**config.mk**
```make
export PLATFORM = sky130hd
export DESIGN_NAME = lifo_arbiter_flat
export DESIGN_NICKNAME = d
export VERILOG_FILES = /design/src/rtl/lifo_arb_pkg.sv /design/src/rtl/lifo_arbiter_if.sv /design/src/rtl/lifo_arbiter_rr_arbiter.sv /design/src/rtl/lifo_arbiter.sv /design/src/flat_wrapper.sv
export SDC_FILE = /design/constraint.sdc
export NUM_CORES = 1
export LEC_CHECK = 0
export ABC_AREA = 1
export CORE_MARGIN = 2
export CORE_UTILIZATION = 47
export CTS_CLUSTER_DIAMETER = 40
export DETAILED_ROUTE_END_ITERATION = 8
export GPL_TIMING_DRIVEN = 0
export PLACE_DENSITY = 0.94
export SLEW_MARGIN = 20
export SYNTH_ARGS = -nofsm -noshare
export SYNTH_HDL_FRONTEND = slang
export SYNTH_HIERARCHICAL = 1
export SYNTH_SLANG_ARGS = --single-unit
```
**constraint.sdc**
```tcl
create_clock -name clk -period 3.9 [get_ports clk]
set_clock_uncertainty 0.1 [all_clocks]
set_input_delay 0.39 -clock clk [delete_from_list [all_inputs] [get_ports clk]]
set_output_delay 0.39 -clock clk [all_outputs]
set_load 0.01 [all_outputs]
```
**src/rtl/lifo_arb_pkg.sv**
```systemverilog
// Shared types and constants for the LIFO arbiter slice.
package lifo_arb_pkg;

   typedef enum logic [1:0] {
      IDLE    = 2'd0,
      ISSUE   = 2'd1,
      WAIT_RD = 2'd2,
      RESP    = 2'd3
   } state_e;

   localparam logic OP_PUSH = 1'b0;
   localparam logic OP_POP  = 1'b1;

   localparam int unsigned ERR_CNT_W = 16;

endpackage

```
**src/rtl/lifo_arbiter_if.sv**
```systemverilog
// Requester-side bus of the LIFO arbiter: per-requester request/op/data in,
// per-requester grant/error/read-valid out, shared read data bus.
interface lifo_arbiter_if #(
   parameter int unsigned WIDTH = 16,
   parameter int unsigned NREQ  = 4
);
   logic [NREQ-1:0]       req;
   logic [NREQ-1:0]       op;
   logic [NREQ*WIDTH-1:0] wdata;
   logic [NREQ-1:0]       gnt;
   logic [NREQ-1:0]       err;
   logic [NREQ-1:0]       rvalid;
   logic [WIDTH-1:0]      rdata;

   // Client side
   modport master (
      output req, op, wdata,
      input  gnt, err, rvalid, rdata
   );

   // Arbiter side
   modport slave (
      input  req, op, wdata,
      output gnt, err, rvalid, rdata
   );
endinterface

```
**src/rtl/lifo_arbiter_rr_arbiter.sv**
```systemverilog
// Combinational round-robin picker: first set request at or after ptr, wrapping.
module rr_arbiter #(
   parameter int unsigned NREQ = 4
) (
   input  logic [NREQ-1:0]         req,
   input  logic [$clog2(NREQ)-1:0] ptr,
   output logic [NREQ-1:0]         gnt,
   output logic [$clog2(NREQ)-1:0] idx
);
   localparam int unsigned IDX_W = $clog2(NREQ);

   logic             found;
   logic [IDX_W-1:0] k;

   // Scan from ptr upwards, wrapping, and take the first requester found
   always_comb begin
      gnt   = '0;
      idx   = '0;
      found = 1'b0;
      k     = '0;
      for (int unsigned i = 0; i < NREQ; i++) begin
         k = IDX_W'((32'(ptr) + i) % NREQ);
         if (!found && req[k]) begin
            found  = 1'b1;
            gnt[k] = 1'b1;
            idx    = k;
         end
      end
   end
endmodule

```
**src/rtl/lifo_arbiter.sv**
```systemverilog
// Arbitrates NREQ requesters onto one LIFO, round-robin, one op at a time.
// Illegal ops (push on full, pop on empty) are granted with an err pulse.
// Optional statistics (err_count, level) enabled by defining LIFO_ARB_STATS_EN.
module lifo_arbiter
   import lifo_arb_pkg::*;
#(
   parameter int unsigned WIDTH = 16,
   parameter int unsigned DEPTH = 4,
   parameter int unsigned NREQ  = 4
) (
   input  logic             clk,
   input  logic             rst,
   lifo_arbiter_if.slave    bus,
   output logic             lifo_push,
   output logic             lifo_pop,
   output logic [WIDTH-1:0] lifo_data_in,
   input  logic [WIDTH-1:0] lifo_data_out,
   input  logic             lifo_empty,
   input  logic             lifo_full
`ifdef LIFO_ARB_STATS_EN
   ,
   output logic [ERR_CNT_W-1:0]       err_count,
   output logic [$clog2(DEPTH+1)-1:0] level
`endif
);
   localparam int unsigned IDX_W = $clog2(NREQ);

   if (NREQ < 2 || NREQ > 8 || DEPTH < 1) begin : g_bad_cfg
      $error("lifo_arbiter: NREQ must be 2..8 and DEPTH at least 1");
   end

   state_e           state_q;
   logic [IDX_W-1:0] ptr_q, owner_q, win_idx, ptr_next;
   logic [NREQ-1:0]  win_gnt, owner_oh;
   logic [NREQ-1:0]  gnt_q, err_q, rvalid_q;
   logic [WIDTH-1:0] rdata_q, data_in_q, win_wdata;
   logic             win_op, push_q, pop_q;

   rr_arbiter #(.NREQ(NREQ)) u_rr (
      .req (bus.req),
      .ptr (ptr_q),
      .gnt (win_gnt),
      .idx (win_idx)
   );

   // Winner's op/data, next pointer and one-hot owner decode
   always_comb begin
      win_op    = bus.op[win_idx];
      win_wdata = bus.wdata[win_idx*WIDTH +: WIDTH];
      ptr_next  = win_idx + 1'b1;
      if (win_idx == IDX_W'(NREQ - 1)) ptr_next = '0;
      owner_oh          = '0;
      owner_oh[owner_q] = 1'b1;
   end

   // FSM. The legality check is made as the winner is latched so that gnt/err and the
   // LIFO strobe are registered into the ISSUE cycle; full/empty cannot move in between
   // because this block is the LIFO's only driver.
   always_ff @(posedge clk or posedge rst) begin
      if (rst) begin
         state_q   <= IDLE;
         ptr_q     <= '0;
         owner_q   <= '0;
         gnt_q     <= '0;
         err_q     <= '0;
         rvalid_q  <= '0;
         rdata_q   <= '0;
         data_in_q <= '0;
         push_q    <= 1'b0;
         pop_q     <= 1'b0;
      end else begin
         gnt_q    <= '0;
         err_q    <= '0;
         rvalid_q <= '0;
         push_q   <= 1'b0;
         pop_q    <= 1'b0;
         case (state_q)
            IDLE: begin
               if (|bus.req) begin
                  state_q <= ISSUE;
                  owner_q <= win_idx;
                  ptr_q   <= ptr_next;
                  gnt_q   <= win_gnt;
                  if (win_op == OP_PUSH) begin
                     if (!lifo_full) begin
                        push_q    <= 1'b1;
                        data_in_q <= win_wdata;
                     end else begin
                        err_q <= win_gnt;
                     end
                  end else if (!lifo_empty) begin
                     pop_q <= 1'b1;
                  end else begin
                     err_q <= win_gnt;
                  end
               end
            end
            ISSUE:   state_q <= pop_q ? WAIT_RD : IDLE;
            WAIT_RD: begin
               rdata_q  <= lifo_data_out;
               rvalid_q <= owner_oh;
               state_q  <= RESP;
            end
            RESP:    state_q <= IDLE;
            default: state_q <= IDLE;
         endcase
      end
   end

   assign bus.gnt      = gnt_q;
   assign bus.err      = err_q;
   assign bus.rvalid   = rvalid_q;
   assign bus.rdata    = rdata_q;
   assign lifo_push    = push_q;
   assign lifo_pop     = pop_q;
   assign lifo_data_in = data_in_q;

`ifdef LIFO_ARB_STATS_EN
   localparam int unsigned LVL_W = $clog2(DEPTH + 1);

   logic [ERR_CNT_W-1:0] err_cnt_q;
   logic [LVL_W-1:0]     level_q;

   // Saturating reject counter and occupancy from the strobes actually issued
   always_ff @(posedge clk or posedge rst) begin
      if (rst) begin
         err_cnt_q <= '0;
         level_q   <= '0;
      end else begin
         if (|err_q && err_cnt_q != '1) err_cnt_q <= err_cnt_q + 1'b1;
         if (push_q) level_q <= level_q + 1'b1;
         else if (pop_q) level_q <= level_q - 1'b1;
      end
   end

   assign err_count = err_cnt_q;
   assign level     = level_q;
`endif
endmodule

```
**src/flat_wrapper.sv**
```systemverilog
// flat-port wrapper written by rule: the top's interface ports become plain ports
module lifo_arbiter_flat import lifo_arb_pkg::*;
#(
   parameter int unsigned WIDTH = 16,
   parameter int unsigned DEPTH = 4,
   parameter int unsigned NREQ  = 4
)
  (clk, rst, lifo_push, lifo_pop, lifo_data_in, lifo_data_out, lifo_empty, lifo_full, bus_req, bus_op, bus_wdata, bus_gnt, bus_err, bus_rvalid, bus_rdata);
  lifo_arbiter_if #(.WIDTH(WIDTH), .NREQ(NREQ)) bus_i ();
  input  logic clk;
  input  logic rst;
  output logic lifo_push;
  output logic lifo_pop;
  output logic [WIDTH-1:0] lifo_data_in;
  input  logic [WIDTH-1:0] lifo_data_out;
  input  logic lifo_empty;
  input  logic lifo_full;
  input wire logic [$bits(bus_i.req)-1:0] bus_req;
  input wire logic [$bits(bus_i.op)-1:0] bus_op;
  input wire logic [$bits(bus_i.wdata)-1:0] bus_wdata;
  output wire logic [$bits(bus_i.gnt)-1:0] bus_gnt;
  output wire logic [$bits(bus_i.err)-1:0] bus_err;
  output wire logic [$bits(bus_i.rvalid)-1:0] bus_rvalid;
  output wire logic [$bits(bus_i.rdata)-1:0] bus_rdata;
  assign bus_i.req = bus_req;
  assign bus_i.op = bus_op;
  assign bus_i.wdata = bus_wdata;
  assign bus_gnt = bus_i.gnt;
  assign bus_err = bus_i.err;
  assign bus_rvalid = bus_i.rvalid;
  assign bus_rdata = bus_i.rdata;
  lifo_arbiter #(.WIDTH(WIDTH), .DEPTH(DEPTH), .NREQ(NREQ)) u_core (.clk(clk), .rst(rst), .bus(bus_i), .lifo_push(lifo_push), .lifo_pop(lifo_pop), .lifo_data_in(lifo_data_in), .lifo_data_out(lifo_data_out), .lifo_empty(lifo_empty), .lifo_full(lifo_full));
endmodule
```
# [After elaboration in Yosys (flattened, before gate mapping)]
# Index checks and enable logic that the tools add are counted.
[classes] n_addsub=4 n_mul=0 div_mod_pow=0 magnitude_cmp=11 eq_ne=5 shifts=1 n_mux=51 bitwise_logic=5 reduce_logical=15
[ops] op="variable part select 64 x 7 -> 16 bit" n=1
[ops] op="two-way mux 4 bit" n=12
[ops] op="two-way mux 1 bit" n=21
[ops] op="less-than comparator 2 x 3 -> 1 bit (second input constant)" n=6
[ops] op="two-way mux 2 bit" n=7
[ops] op="bitwise OR 4 bit" n=3
[ops] op="binary-select mux 1 bit (select 2 bit)" n=5
[ops] op="demux 1 bit (select 2 bit)" n=5
[ops] op="greater-or-equal comparator 2 x 1 -> 1 bit (second input constant)" n=5
[ops] op="logical AND 1 bit" n=8
[ops] op="case mux 2 bit (4 select lines)" n=1
[ops] op="equality test 2 bit (second input constant)" n=3
[ops] op="adder 2 x 1 -> 2 bit (second input constant)" n=2
[ops] op="adder 2 bit (second input constant)" n=2
[ops] op="AND reduction 4 bit" n=1
[ops] op="OR reduction 4 bit" n=1
[ops] op="zero test 1 bit" n=3
[ops] op="equality test 2 x 1 -> 1 bit (second input constant)" n=1
[ops] op="zero test 2 bit" n=1
[ops] op="inequality test 2 x 1 -> 1 bit (second input constant)" n=1
[ops] op="inverter 1 bit" n=2
[ops] op="AND reduction 2 bit" n=1
[word_totals] reg_bits=52 latchBits=0 ramBits=0 rom_bits=0 in_bits=92 output_inout_bits=46 wordCells=102 mem_count=0

# [Logic depth before layout (Yosys ltp)]
# Gate-level depths: netlist of run 1.
[logic_depth] word_depth=17 mapped_depth=18 depth_no_buf=15

# [Hierarchy]
# The synthesis of run 1 kept the hierarchy.
[modules_own_cells] module="lifo_arbiter" instances=1 cells_each=365 area_each_um2=2835.2 seq_area_each_um2=1301.2
[modules_own_cells] module="rr_arbiter" instances=1 cells_each=73 area_each_um2=439.2 seq_area_each_um2=0.0

# [Worst setup path before layout of run 1]
# Ideal clock, no wire load.
[synth_timing] kind="flip-flop to flip-flop" start="register u_core.ptr_q[0]" end="register u_core.data_in_q[0] (netlist: u_core/lifo_data_in[0])" t_arrival_ns=2.339 setup_slack_ns=1.343 path_stages_with_launch=19 period_less_slack_ns=2.557 path_cell_list="dfrtp_1 -> inv_2 -> ha_1 -> inv_1 -> nand2_1 -> nand2_2 -> nor2_4 -> buf_6 -> nand3_1 -> nand3_1 -> buf_6 -> inv_6 -> nand2_1 -> nand3_2 -> nand2_4 -> nand3_4 -> buf_6 -> nand2_1 -> nand2_1"
[synth_between] elab_chain_len=16 elab_cells_between_ends=29 classes_between="add/sub: 3; shift: 1; mux: 17; bitwise: 1; reduce/logical: 7"
[synth_lines] element="start: declaration" line_no="lifo_arbiter.sv:33" text="logic [IDX_W-1:0] ptr_q, owner_q, win_idx, ptr_next;"
[synth_lines] element="start signal: assignment" line_no="lifo_arbiter.sv:82" text="ptr_q <= ptr_next;"
[synth_lines] element="parallel branches: the longest is 11 deep, another holds adder 2 x 1 -> 2 bit"
[synth_lines] element="two-way mux 2 bit *" line_no="lifo_arbiter_rr_arbiter.sv:23" text="if (!found && req[k]) begin"
[synth_lines] element="via u_core.win_idx[0]" line_no="lifo_arbiter.sv:33"
[synth_lines] element="parallel branches: the longest is 4 deep, another holds variable part select 64 x 7 -> 16 bit"
[synth_lines] element="end signal: assignment" line_no="lifo_arbiter.sv:87" text="data_in_q <= win_wdata;"
[synth_lines] element="end: declaration" line_no="lifo_arbiter.sv:36" text="logic [WIDTH-1:0] rdata_q, data_in_q, win_wdata;"
# Mark *: on every way through the listed nets, which the timed path passes. The select of a mux whose other input is x is not followed.
# A chain may end at the register's enable or synchronous reset.

# [Worst setup path after layout of run 1]
[layout_timing] start="register u_core.ptr_q[0]" end="register u_core.data_in_q[7] (netlist: u_core/lifo_data_in[7])"
# The elaborated chain is that of the path after synthesis.

==> results.md, run 1 <==
- CORE AREA: 0.006756 mm²
- CP endpoint kind: register
- Vias in the first global route: 3027
- CTS tree: built
- Buffer count from post-CTS setup fixing: 0
- Post-Layout Cell Count: 664
- Slowest stage delay, CP: 0.55 ns
- Ys flop type: dfrtp_1
- Area Overhead vs Synth: 49.25%
- Setup Total Neg Slack: 0 ns
- Avg WL per Cell: 12.88 µm
- Worst hold slack: 0.3320 ns
- Initial DRC Count: 131
- Critical path class: register to register
- Crit-path cells: inv_2 > ha_1 > inv_1 > nand3_1 > nand2_1 > nor2_2 > a21oi_1 > nand3_1 > buf_4 > inv_4 > nand3_2 > nand2_4 > buf_12 > buf_12 > nand4_1 > nand2_1
- Width of the die: 87.47 µm
- GRT overflow: 0
- CTS Hold Buffers Added: 0
- Final Slew Violations: 0
- Crit path required time: 3.99 ns
- Final Hold Fails: 0
- Die ar.: 0.007650 mm²
- Floorplan row count: 30
- Seq cells post-synth: 52
- Post-cts gate resize count: 0
- Final setup fails: 0
- Detailed Place HPWL: 7.038 mm
- CTS sink count: 52
- Period utilization: 0.7730
- CTS Buf Count: 5
- Max Buffers Root-to-Sink: 2
- Vias: 3237
- RSZ-0062 raised after global routing: false
- Clk Tree Root Cell: clkbuf_8
- Worst hold path type: input port to async pin
- Leakage: 2.555 nW
- RR Startpoint: u_core/ptr_q[0]$_DFFE_PP0P_
- Max-cap violation count: 0
- DRC viols: 0
- Max Clock Freq: 0.3317 GHz
- Count of different cell masters after synthesis: 31
- Final Net Count: 681
- First-pass GRT wire length: 13.50 mm
- Syn. warnings: 6
- Worst r2r path cells: 16
- Placed cells: 656
- CP max FO: 10
- Share of layout cells above drive strength 1: 0.1199
- Vias per std cell: 4.875
- Startpoint types: register
- Post-synthesis cell area: 0.003274 mm²
- Syn Nets: 536
- PortBufs: 137
- Syn Inst Count: 438
- Worst r2r dst: u_core/lifo_data_in[7]$_DFFE_PP0P_
- Die height: 87.47 µm
- Pin count of the biggest net entering global routing: 32
- ANT nets after route: 0
- Outcome: finished, final reports clean
- IO Count: 138
- Tot GR Track Use: 0.2200
- VDD IR max: 0.7101 mV
- Fin crit period: 3.015 ns
- ANT cells: 0
- Worst-path clk slew: 0.09 ns
- Initial antenna violation count: 0
- Crit path arrival time: 3.10 ns
- EDFF count, synth: 0
- H-tree levels: 2
- Worst-margin pin slew: 0.4949 ns
- CP max-delay cell: dfrtp_1
- Worst slew margin relative to its limit: 0.6696
- GPL Wtd Cong: 0.8757
- Register area share after synthesis: 0.3974
- Drt pass-1 iters: 5
- Syn Area/Cell: 7.476 µm²
- P per Cell Area: 933.3 mW/mm²
- Initial core utilization: 0.4846
- Setup slack, reg-to-reg: 0.89 ns
- Post-synth ARST share: 1.000
- Latest clock arrival within the worst-skew pair: 0.30 ns
- Final wirelength: 8.553 mm
worst max-delay path: cells and delay by family (launching register included):
kind	cells	cell delay [ns]
buffers and inverters	6	0.86
AND/OR/NAND/NOR	8	0.85
flip-flops	1	0.55
adder cells (fa/ha/maj)	1	0.42
AO/OA/AOI/OAI	1	0.11
cell usage in the layout (no fill, tap or decap), drive strengths merged:
cell,Yosys,final
a21boi,4,4
a21oi,8,8
a31oi,1,1
buf,19,20
bufinv,0,1
clkbuf,0,6
clkdlybuf4s50,0,137
clkinv,3,4
dfrtp,52,52
ha,6,6
inv,84,84
mux2,16,16
nand2,154,154
nand3,52,52
nand4,22,22
nor2,8,8
nor3,5,5
o21a,1,1
o21ai,3,3
synthesized netlist by cell type (2+ instances only):
library cell	count	share of area
buf_6	3	0.010
nor3_1	4	0.0061
nand2_1	144	0.17
nor2_1	6	0.0069
buf_2	12	0.018
nand3_2	3	0.0092
mux2_2	16	0.055
nand4_1	22	0.042
o21ai_0	2	0.0031
buf_4	2	0.0046
ha_1	6	0.023
nand2_2	8	0.015
nand3_1	47	0.072
dfrtp_1	52	0.40
inv_2	3	0.0034
a21oi_1	7	0.011
inv_1	79	0.091
buf_12	2	0.012
a21boi_0	4	0.0092
clkinv_1	3	0.0034
nand2_4	2	0.0069
nand3_4	2	0.011
metrics by stage:
stage	utilization	power, mW	instance area [µm²]	worst slack (ns)
2_1_floorplan	-	3.152	3274	1.343
3_3_place_gp	0.7024	4.035	4746	1.037
3_5_place_dp	0.7054	4.169	4766	0.9402
4_1_cts	0.7233	4.566	4887	0.9160
5_1_grt	0.7233	4.954	4887	0.6903
6_report	0.7233	4.561	4887	0.8854
flip-flops by register name, summed over array words and instances, names as in the netlist, named ones only:
register	count
u_core/ptr_q	2
u_core/bus.rvalid	4
u_core/bus.err	4
u_core/lifo_push	1
u_core/bus.gnt	4
u_core/owner_q	2
u_core/lifo_data_in	16
u_core/state_q	1
u_core/bus.rdata	16
u_core/lifo_pop	1
cell families after synthesis:
family | count (synthesis) | share of synthesized area
AO/OA/AOI/OAI | 17 | 0.03478
multiplexers | 16 | 0.05502
buffers and inverters | 106 | 0.1475
AND/OR/NAND/NOR | 241 | 0.3424
adder cells (fa/ha/maj) | 6 | 0.02293
flip-flops | 52 | 0.3974
report_power, final:
part	switching [mW]	internal (mW)	leakage [nW]
sequential	0.140	0.781	0.653
combinational	1.84	1.42	1.84
clock	0.166	0.210	0.0614
cell type report:
cell class,count,area (µm²)
sequential,52,1301
clock inverter,2,38.79
tap,80,100.1
fill,521,1869
multi-input combinational,280,1490
inverter,87,334.1
timing repair buffer,138,1391
buffer,19,148.9
clock buffer,6,82.58
how the worst max path moves through the flow:
stage	endpoint	depth (start not counted)	from
global route	u_core/lifo_data_in[3]$_DFFE_PP0P_	18	u_core/ptr_q[0]$_DFFE_PP0P_
CTS	u_core/lifo_data_in[7]$_DFFE_PP0P_	16	u_core/ptr_q[0]$_DFFE_PP0P_
floorplan	u_core/lifo_data_in[0]$_DFFE_PP0P_	18	u_core/ptr_q[0]$_DFFE_PP0P_
detailed placement	u_core/lifo_data_in[7]$_DFFE_PP0P_	16	u_core/ptr_q[0]$_DFFE_PP0P_
global placement	u_core/lifo_data_in[6]$_DFFE_PP0P_	16	u_core/ptr_q[0]$_DFFE_PP0P_
finish	u_core/lifo_data_in[7]$_DFFE_PP0P_	16	u_core/ptr_q[0]$_DFFE_PP0P_
routing by layer:
metal,GRT usage,up-vias,part of all wire
li1,-,1643,-
met1,0.2508,1439,0.39
met2,0.4146,147,0.52
met3,0.04739,8,0.083
met4,0.05175,0,0.012
met5,0,-,0
(Power assumes the default switching activity.)
==> inputs of run 2 (changes only) <==
--- a/config.mk
+++ b/config.mk
@@ -7,11 +7,11 @@
 export LEC_CHECK = 0
 export ABC_AREA = 1
 export CORE_MARGIN = 2
-export CORE_UTILIZATION = 47
+export CORE_UTILIZATION = 43
 export CTS_CLUSTER_DIAMETER = 40
 export DETAILED_ROUTE_END_ITERATION = 8
 export GPL_TIMING_DRIVEN = 0
-export PLACE_DENSITY = 0.94
+export PLACE_DENSITY = 0.88
 export SLEW_MARGIN = 20
 export SYNTH_ARGS = -nofsm -noshare
 export SYNTH_HDL_FRONTEND = slang
==> constraint.sdc (replaced) <==
create_clock -name clk -period 2.8 [get_ports clk]
set_clock_uncertainty 0.1 [all_clocks]
set_input_delay 0.28 -clock clk [delete_from_list [all_inputs] [get_ports clk]]
set_output_delay 0.28 -clock clk [all_outputs]
set_load 0.01 [all_outputs]
==> run 2 against run 1 <==
Flip-flop and latch count stayed put. Combinational power grew 43%. Die area rose by 8.9%. Clock power rose by 17%. Worst setup slack lost 0.63 ns. Count of clock-buffer cells in the layout stayed put. First-iteration DRC count down 24%. Register-to-register slack worse by 0.63 ns. Critical path depth up 1. Wire length fell by 0.21%. Sequential power increased by 37%. Critical endpoint is now u_core/lifo_data_in[5]$_DFFE_PP0P_. Largest power group unchanged. Highest routed layer unchanged.
==> results.md, run 2 (same netlist as run 1, synthesis figures left out) <==
- Worst slew margin relative to its limit: 0.7419 (+0.07231)
- Die height: 91.27 µm (+4.3%)
- VDD IR max: 0.8896 mV (+25%)
- CTS Hold Buffers Added: 0 (unchanged)
- Max Buffers Root-to-Sink: 2 (unchanged)
- Startpoint types: register
- Setup Total Neg Slack: 0 ns (unchanged)
- Initial core utilization: 0.4467 (-0.03797)
- Width of the die: 91.27 µm (+4.3%)
- Worst hold path type: input port to async pin
- CP max FO: 10 (unchanged)
- Commonest non-fill, non-tap cell in the layout: nand2_1
- Crit path required time: 2.90 ns (-1.09 ns)
- CTS Buf Count: 5 (unchanged)
- ANT cells: 0 (unchanged)
- Max Clock Freq: 0.3932 GHz (+19%)
- Die ar.: 0.008329 mm² (+8.9%)
- Worst-path clk slew: 0.09 ns (about the same)
- IO Count: 138 (unchanged)
- H-tree levels: 2 (unchanged)
- Final Net Count: 685 (+0.59%)
- Initial DRC Count: 100 (-24%)
- Vias in the first global route: 3073 (+1.5%)
- Fillcell total: 570 (+9.4%)
- Worst-margin pin slew: 0.3866 ns (-0.1083 ns)
- CP endpoint kind: register
- Crit path arrival time: 2.64 ns (-0.46 ns)
- ANT nets after route: 0 (unchanged)
- PortBufs: 137 (unchanged)
- Post-layout util: 0.6747 (-0.04864)
- Pre-CTS setup slack: -0.2297 ns (-1.170 ns)
- Worst hold slack: 0.1830 ns (-0.1490 ns)
- Critical path class: register to register
- Final setup fails: 0 (unchanged)
- DRC viols: 0 (unchanged)
- Final setup margin: 0.2568 ns (-0.6287 ns)
- RSZ-0062 raised after global routing: false
- Max-cap violation count: 0 (unchanged)
- Initial antenna violation count: 0 (unchanged)
- Clk Tree Root Cell: clkbuf_8
- Outcome: finished, final reports clean
- CORE AREA: 0.007331 mm² (+8.5%)
- P per Cell Area: 1288 mW/mm² (+38%)
- First-pass GRT wire length: 14.34 mm (+6.2%)
- GPL Wtd Cong: 0.9094 (+3.8%)
- CTS tree: built
- Avg WL per Cell: 12.42 µm (-3.6%)
- GRT overflow: 0 (unchanged)
- Latest clock arrival within the worst-skew pair: 0.30 ns (about the same)
- Final Slew Violations: 0 (unchanged)
- Vias: 3260 (+0.71%)
- Vias per std cell: 4.745 (-2.7%)
- Detailed Place HPWL: 6.881 mm (-2.2%)
- Period utilization: 0.9083 (+0.1353)
- Floorplan row count: 31 (+3.3%)
- Fin crit period: 2.543 ns (-0.4713 ns)
- Leakage: 2.568 nW (+0.52%)
- CTS sink count: 52 (unchanged)
- Final Hold Fails: 0 (unchanged)
- Drt pass-1 iters: 4 (-1)
- Share of layout cells above drive strength 1: 0.1344 (+0.01449)
- Design area: 0.004946 mm² (+1.2%)
- Pin count of the biggest net entering global routing: 36 (+13%)
- DP Area: 0.004790 mm² (+0.50%)
- Tot GR Track Use: 0.2082 (-0.01172)
- Area Overhead vs Synth: 51.05%
- Commonest cells after routing, fill and taps aside: nand2_1 (144), clkdlybuf4s50_1 (137), inv_1 (77), dfrtp_1 (50), nand3_1 (46)
- Final wirelength: 8.535 mm (-0.21%)
run 2: changes by cell type in the layout (fill, tap and decap cells not counted), sizes merged:
cell	previous run	this run
bufinv	1	0
inv	84	85
buf	20	24
run 2: per-layer routing:
layer,up-vias,wire (µm),GRT usage,share of wire
li1,1652,-,-,-
met1,1437,3677,0.2730,0.43
met2,159,4091,0.3586,0.48
met3,12,649,0.03402,0.076
met4,0,117,0.05303,0.014
met5,-,0,0,0
run 2: where the power goes:
group          total (mW)  leakage (nW)  internal [mW]  switching (mW)
registers            1.26         0.651           1.09           0.169
logic                4.67          1.87           2.06            2.61
clock network       0.439        0.0516          0.202           0.237
run 2: metrics by stage:
| stage | power (mW) | cells |
|---|---|---|
| 4_1_cts | 6.300 | 684 |
| 3_3_place_gp | 5.663 | 674 |
| 3_5_place_dp | 5.810 | 675 |
| 6_report | 6.373 | 687 |
| 5_1_grt | 6.944 | 687 |
| 2_1_floorplan | 4.391 | 438 |
run 2: cell type report:
cell class / instances / area [µm²] / share of cell area
well taps: 99 / 123.9 / 0.02504
repair buffers: 142 / 1421 / 0.2874
plain buffers: 19 / 148.9 / 0.03010
multi-input cells: 280 / 1513 / 0.3058
flip-flops and latches: 52 / 1304 / 0.2636
inverters: 87 / 339.1 / 0.06856
clock buffers: 6 / 82.58 / 0.01670
clock inverters: 2 / 13.76 / 0.002783
run 2: timing repair:
item	CTS	global route
setup endpoints to repair	22	22
setup buffers	1	3
gates resized for setup	3	6
run 2: worst max-delay path, cell delays in order, from the launching register on:
cell	delay [ns]
dfrtp_2	0.42
buf_4	0.19
nand2_1	0.13
nand3_4	0.15
nand2_4	0.08
nor2_4	0.13
buf_6	0.14
nand4_1	0.12
nand3_2	0.12
buf_6	0.15
inv_6	0.05
nand2_1	0.06
nand3_2	0.08
nand2_4	0.10
nand3_4	0.11
buf_6	0.17
nand2_1	0.06
nand2_1	0.05
run 2: worst paths after layout:
kind	endpoint	cells past startpoint	start	slack (ns)
min reg2reg	u_core/state_q[0]$_DFFE_PP0P_	1	u_core/state_q[0]$_DFFE_PP0P_	0.37
max reg2reg	u_core/lifo_data_in[5]$_DFFE_PP0P_	17	u_core/ptr_q[0]$_DFFE_PP0P_	0.26
min in group clk	u_core/state_q[0]$_DFFE_PP0P_	1	u_core/state_q[0]$_DFFE_PP0P_	0.37
min	u_core/bus.rdata[14]$_DFFE_PP0P_	2	rst	0.18
max in group asynchronous	u_core/ptr_q[1]$_DFFE_PP0P_	3	rst	1.90
max	u_core/lifo_data_in[5]$_DFFE_PP0P_	17	u_core/ptr_q[0]$_DFFE_PP0P_	0.26
